`config.mk`:
```
export PLATFORM = sky130hd
export DESIGN_NAME = message_receive
export DESIGN_NICKNAME = d
export VERILOG_FILES = /design/src/rtl/message_receive.sv
export SDC_FILE = /design/constraint.sdc
export NUM_CORES = 1
export LEC_CHECK = 0
export CAP_MARGIN = 20
export CELL_PAD_IN_SITES_DETAIL_PLACEMENT = 0
export CELL_PAD_IN_SITES_GLOBAL_PLACEMENT = 1
export CORE_MARGIN = 3
export CORE_UTILIZATION = 44
export DETAILED_ROUTE_END_ITERATION = 12
export GPL_TIMING_DRIVEN = 0
export HOLD_SLACK_MARGIN = 0.06
export PLACE_DENSITY_LB_ADDON = 0.1
export SKIP_CTS_REPAIR_TIMING = 1
export SYNTH_ARGS = -nofsm -noshare
export SYNTH_HDL_FRONTEND = slang
export SYNTH_SLANG_ARGS = --single-unit
```
`constraint.sdc`:
```
create_clock -name clk -period 7.43 [get_ports clk]
set_input_delay 1.8575 -clock clk [delete_from_list [all_inputs] [get_ports clk]]
set_output_delay 1.8575 -clock clk [all_outputs]
set_load 0.02 [all_outputs]
```
`src/rtl/message_receive.sv`:
```
// UART 8N1 receiver with message assembler.
// Characters from rxd are deserialized and packed MSB-first into msg. A message
// completes on TERM_CHAR or when the buffer fills.
// Optional build macro MSG_MATCH_EN: compare each completed message against
// "hello world!" and report the result on match (tied low when undefined).
module message_receive #(
  parameter int unsigned CLKS_PER_BIT = 10416,
  parameter int unsigned MSG_BYTES    = 12,
  parameter logic [7:0]  TERM_CHAR    = 8'h21
) (
  input  logic                               clk,
  input  logic                               rst,
  input  logic                               SW,
  input  logic                               rxd,
  output logic [7:0]                         word,
  output logic                               byte_valid,
  output logic [8*MSG_BYTES-1:0]             msg,
  output logic [$clog2(MSG_BYTES+1)-1:0]     msg_len,
  output logic                               msg_valid,
  output logic                               frame_err,
  output logic                               match
);

  localparam int unsigned CNT_W = $clog2(CLKS_PER_BIT);
  localparam int unsigned LEN_W = $clog2(MSG_BYTES + 1);
  localparam int unsigned MSG_W = 8 * MSG_BYTES;

  typedef enum logic [2:0] {
    S_IDLE,
    S_START,
    S_DATA,
    S_STOP,
    S_HOLD   // bad stop bit seen; wait for the line to return high
  } state_t;

  state_t             state, state_n;
  logic               rx_meta, rxs;
  logic [CNT_W-1:0]   clk_cnt, clk_cnt_n;
  logic [2:0]         bit_cnt, bit_cnt_n;
  logic [7:0]         shift, shift_n;
  logic               accept_c, ferr_c;

  logic [LEN_W-1:0]   byte_count, count_n, count_inc;
  logic [MSG_W-1:0]   msg_n;
  logic               done_c;
  logic               hello_c;

  // Two-flop synchronizer for the asynchronous serial input, preset to idle.
  always_ff @(posedge clk or negedge rst) begin
    if (!rst) begin
      rx_meta <= 1'b1;
      rxs     <= 1'b1;
    end else begin
      rx_meta <= rxd;
      rxs     <= rx_meta;
    end
  end

  // Receiver state and bit-timing registers.
  always_ff @(posedge clk or negedge rst) begin
    if (!rst) begin
      state   <= S_IDLE;
      clk_cnt <= '0;
      bit_cnt <= '0;
      shift   <= '0;
    end else begin
      state   <= state_n;
      clk_cnt <= clk_cnt_n;
      bit_cnt <= bit_cnt_n;
      shift   <= shift_n;
    end
  end

  // Receiver next-state: mid-bit sampling, LSB first; SW low forces idle.
  always_comb begin
    state_n   = state;
    clk_cnt_n = clk_cnt;
    bit_cnt_n = bit_cnt;
    shift_n   = shift;
    accept_c  = 1'b0;
    ferr_c    = 1'b0;
    unique case (state)
      S_IDLE: begin
        if (!rxs) begin
          state_n   = S_START;
          clk_cnt_n = '0;
        end
      end
      S_START: begin
        if (clk_cnt == CNT_W'(CLKS_PER_BIT / 2 - 1)) begin
          clk_cnt_n = '0;
          bit_cnt_n = '0;
          state_n   = rxs ? S_IDLE : S_DATA;
        end else begin
          clk_cnt_n = clk_cnt + CNT_W'(1);
        end
      end
      S_DATA: begin
        if (clk_cnt == CNT_W'(CLKS_PER_BIT - 1)) begin
          clk_cnt_n = '0;
          shift_n   = {rxs, shift[7:1]};
          if (bit_cnt == 3'd7) begin
            bit_cnt_n = '0;
            state_n   = S_STOP;
          end else begin
            bit_cnt_n = bit_cnt + 3'd1;
          end
        end else begin
          clk_cnt_n = clk_cnt + CNT_W'(1);
        end
      end
      S_STOP: begin
        if (clk_cnt == CNT_W'(CLKS_PER_BIT - 1)) begin
          clk_cnt_n = '0;
          if (rxs) begin
            accept_c = 1'b1;
            state_n  = S_IDLE;
          end else begin
            ferr_c  = 1'b1;
            state_n = S_HOLD;
          end
        end else begin
          clk_cnt_n = clk_cnt + CNT_W'(1);
        end
      end
      S_HOLD: begin
        if (rxs) state_n = S_IDLE;
      end
      default: state_n = S_IDLE;
    endcase
    if (!SW) begin
      state_n   = S_IDLE;
      clk_cnt_n = '0;
      bit_cnt_n = '0;
      accept_c  = 1'b0;
      ferr_c    = 1'b0;
    end
  end

  // Message assembly: place accepted byte at slot byte_count from the MSB end.
  always_comb begin
    msg_n     = msg;
    count_n   = byte_count;
    count_inc = byte_count + LEN_W'(1);
    done_c    = 1'b0;
    if (accept_c) begin
      if (byte_count == '0) msg_n = '0;
      for (int i = 0; i < int'(MSG_BYTES); i++) begin
        if (byte_count == LEN_W'(i)) msg_n[MSG_W-8-8*i +: 8] = shift;
      end
      if (shift == TERM_CHAR || count_inc == LEN_W'(MSG_BYTES)) begin
        done_c  = 1'b1;
        count_n = '0;
      end else begin
        count_n = count_inc;
      end
    end
    if (ferr_c || !SW) count_n = '0;
  end

`ifdef MSG_MATCH_EN
  localparam logic [95:0] HELLO = 96'h68656c6c6f20776f726c6421;
  if (MSG_BYTES == 12) begin : g_cmp
    assign hello_c = (msg_n[95:0] == HELLO);
  end else begin : g_nocmp
    assign hello_c = 1'b0;
  end
`else
  assign hello_c = 1'b0;
`endif

  // Registered outputs and message byte counter.
  always_ff @(posedge clk or negedge rst) begin
    if (!rst) begin
      byte_count <= '0;
      word       <= '0;
      byte_valid <= 1'b0;
      msg        <= '0;
      msg_len    <= '0;
      msg_valid  <= 1'b0;
      frame_err  <= 1'b0;
      match      <= 1'b0;
    end else begin
      byte_count <= count_n;
      byte_valid <= accept_c;
      msg_valid  <= done_c;
      frame_err  <= ferr_c;
      msg        <= msg_n;
      if (accept_c) word <= shift;
      if (done_c) begin
        msg_len <= count_inc;
        match   <= hello_c;
      end
    end
  end

endmodule

```
==> impl_metrics.ini <==
[run_status]
status = finished clean

[synth]
yosys.cell_count.top_type = nand2_1
avgSynthCellArea_um2 = 10.4
synth_area_um2 = 6280
ys_seq_elements = 145
seq_area_frac_synth = 0.578
yosysTopAreaCellShare = 0.570
synthTopCellsByArea = dfrtp_1, nand2_1, a22o_1
ys.warnings.count = 0
async_reset_ff_frac = 1.00
synth-edff-count = 0
ys_top_cells_by_count = nand2_1, dfrtp_1, a22o_1
synth_nets = 614
syn_inst = 603
synth_flop_cell = dfrtp_1
netlist-cell-type-count = 55
yosysTopAreaCell = dfrtp_1

[power_and_ir_drop]
powerDensity_nw_per_um2 = 205
irDropWorstVdd_v = 0.000132
leakagePower_uw = 0.00357

[cts]
cts_tree = yes
htreeDepth = 4
cts_sinks = 145
root_buffer = clkbuf_16
clk_pin_slew_ns = 0.06
clk_latency_ns = 0.42
cts_buffer_depth = 2
cts_made_buffers = 17

[detailed_routing]
wl_met2_um = 7850
num_vias = 5135
drtAntennaViolNets = 0
wl_met3_um = 1160
drtIter0Drc = 302
wl_met1_um = 7230
drt-total-wl_um = 16600
drc = 0
top_layer = met4
wl_per_cell_um = 17.9
drt_pass1_iterations = 6
routed_via_density = 5.52

[cells_and_area]
num_antenna_cells = 0
nNetsFinal = 748
final_cell_area_um2 = 8180
final_util = 0.587
drive_above_1_share = 0.0747
fill_cells = 1224
syn2layout_area_growth_pct = 30.3

[floorplanning]
core_um2 = 13900
start_util = 0.451
die_area_um2 = 15700
pin_count = 116
rows = 43
chipHeight_um = 125
chipWidth_um = 125

[run]
maxCapViolations = 0

[sta]
rsz0062_at_grt = false
period_share = 0.519
max_slew_margin = 0.353
period_minus_slack_ns = 3.85
finalClockSkew_ns = 0.0121
drv_slew = 0
hold_viol_final = 0
setup_viol = 0
worst_pin_slew_ns = 0.964
fmax_mhz = 260

[placement]
port_buffers = 114
placed_area_um2 = 7670
dp_hpwl_um = 11600
routabilityCongestion = 0.831

[critical_path]
worstPathRequired_ns = 7.78
crit_slowest_cell = nor3_1
worst-path-max-fanout = 9
cp-start-kind = input port
critPathKind = input port to flip-flop
critPathArrivalTime_ns = 4.20
end_kind = flip-flop
crit_top_cell = a22o_1
cpPeakStageDelay_ns = 0.81
path_cells = clkdlybuf4s50_1, nand2_1, or2_2, buf_2, nor3_1, a22o_1, a22o_1

[global_routing]
grtUsageTotal = 0.221
grt_pass1_vias = 5089
antenna_found_initial = 0
grt_pass1_wl_um = 27500
grt.overflow.total = 0
grt_max_degree = 75

[min_path]
worstHoldPathType = flip-flop to flip-flop
[state kept, by name (all words and copies together) (netlist names)]
| signal | count |
|---|---|
| bit_cnt | 3 |
| byte_count | 4 |
| byte_valid | 1 |
| clk_cnt | 14 |
| frame_err | 1 |
| msg | 96 |
| msg_len | 4 |
| msg_valid | 1 |
| rx_meta | 1 |
| rxs | 1 |
| shift | 8 |
| state | 3 |
| word | 8 |
[final cells by class]
class | count | area [µm²] | area share
buffer | 36 | 148 | 0.0181
tap | 180 | 225 | 0.0275
timing repair buffer | 115 | 1170 | 0.143
multi-input combinational | 404 | 2430 | 0.297
clock buffer | 25 | 465 | 0.0569
inverter | 18 | 67.6 | 0.00826
sequential | 145 | 3630 | 0.444
clock inverter | 7 | 40.0 | 0.00490
[critical path: cells and delay by family]
| kind | cells | cell delay (ns) |
|---|---|---|
| AND/OR/NAND/NOR | 3 | 1.18 |
| buffers and inverters | 2 | 0.79 |
| AO/OA/AOI/OAI | 2 | 0.37 |
[stage by stage]
step / std cells / total power (µW) / hold WS (ns) / TNS, ns / setup WS [ns]
final: 930 / 1680 / 0.362 / 0 / 3.58
after detailed placement: 898 / 953 / 0.353 / 0 / 3.18
after global placement: 897 / 949 / 0.348 / -156.72 / -1.11
after CTS: 930 / 1690 / 0.361 / 0 / 3.63
after floorplan: 603 / 909 / 0.345 / 0 / 4.05
after global routing: 930 / 1750 / 0.371 / 0 / 3.37
[routing by layer]
| layer | vias to the layer above | track usage |
|---|---|---|
| met1 | 2525 | 0.303 |
| met3 | 33 | 0.0572 |
| met4 | 0 | 0.0931 |
| met2 | 174 | 0.335 |
| met5 | - | 0 |
| li1 | 2403 | - |
[report_power, final]
part | switching (µW) | internal [µW] | leakage, µW
registers | 6.99 | 801 | 0.00202
logic | 91.7 | 41.5 | 0.00131
clock network | 306 | 432 | 0.000245
total | 405 | 1270 | 0.00357
[worst paths after layout]
path	slack (ns)	depth (start not counted)	end	start
setup / recovery	3.58	7	msg[55]$_DFFE_PN0P_	SW
hold / removal	0.36	0	rxs$_DFF_PN1_	rx_meta$_DFF_PN1_
setup reg to reg	4.53	7	clk_cnt[3]$_DFFE_PN0P_	clk_cnt[6]$_DFFE_PN0P_
hold reg to reg	0.36	0	rxs$_DFF_PN1_	rx_meta$_DFF_PN1_
max in group asynchronous	5.21	2	msg[22]$_DFFE_PN0P_	rst
min in group asynchronous	1.43	1	msg[32]$_DFFE_PN0P_	rst
[layout by cell type (no fill, tap or decap), drive strengths merged, types with 6 or more instances in the layout]
cell,n
dfrtp,143
o31ai,10
a21oi,7
clkdlybuf4s50,113
nor4,6
a31oi,6
mux2,11
ha,7
nand2b,9
nor2,18
nand3,9
clkbuf,56
buf,7
nor3,12
o21ai,47
nor2b,6
inv,18
nand2,144
a22o,60
[logic make-up after synthesis]
| family | synth area share |
|---|---|
| compound gates | 0.168 |
| xor+xnor | 0.00419 |
| fa+ha+maj | 0.0139 |
| buf+inv | 0.0343 |
| flops | 0.578 |
| mux | 0.0197 |
| other cells | 0.000597 |
| simple gates | 0.181 |
Note: power is estimated with default switching activity, not from simulation.
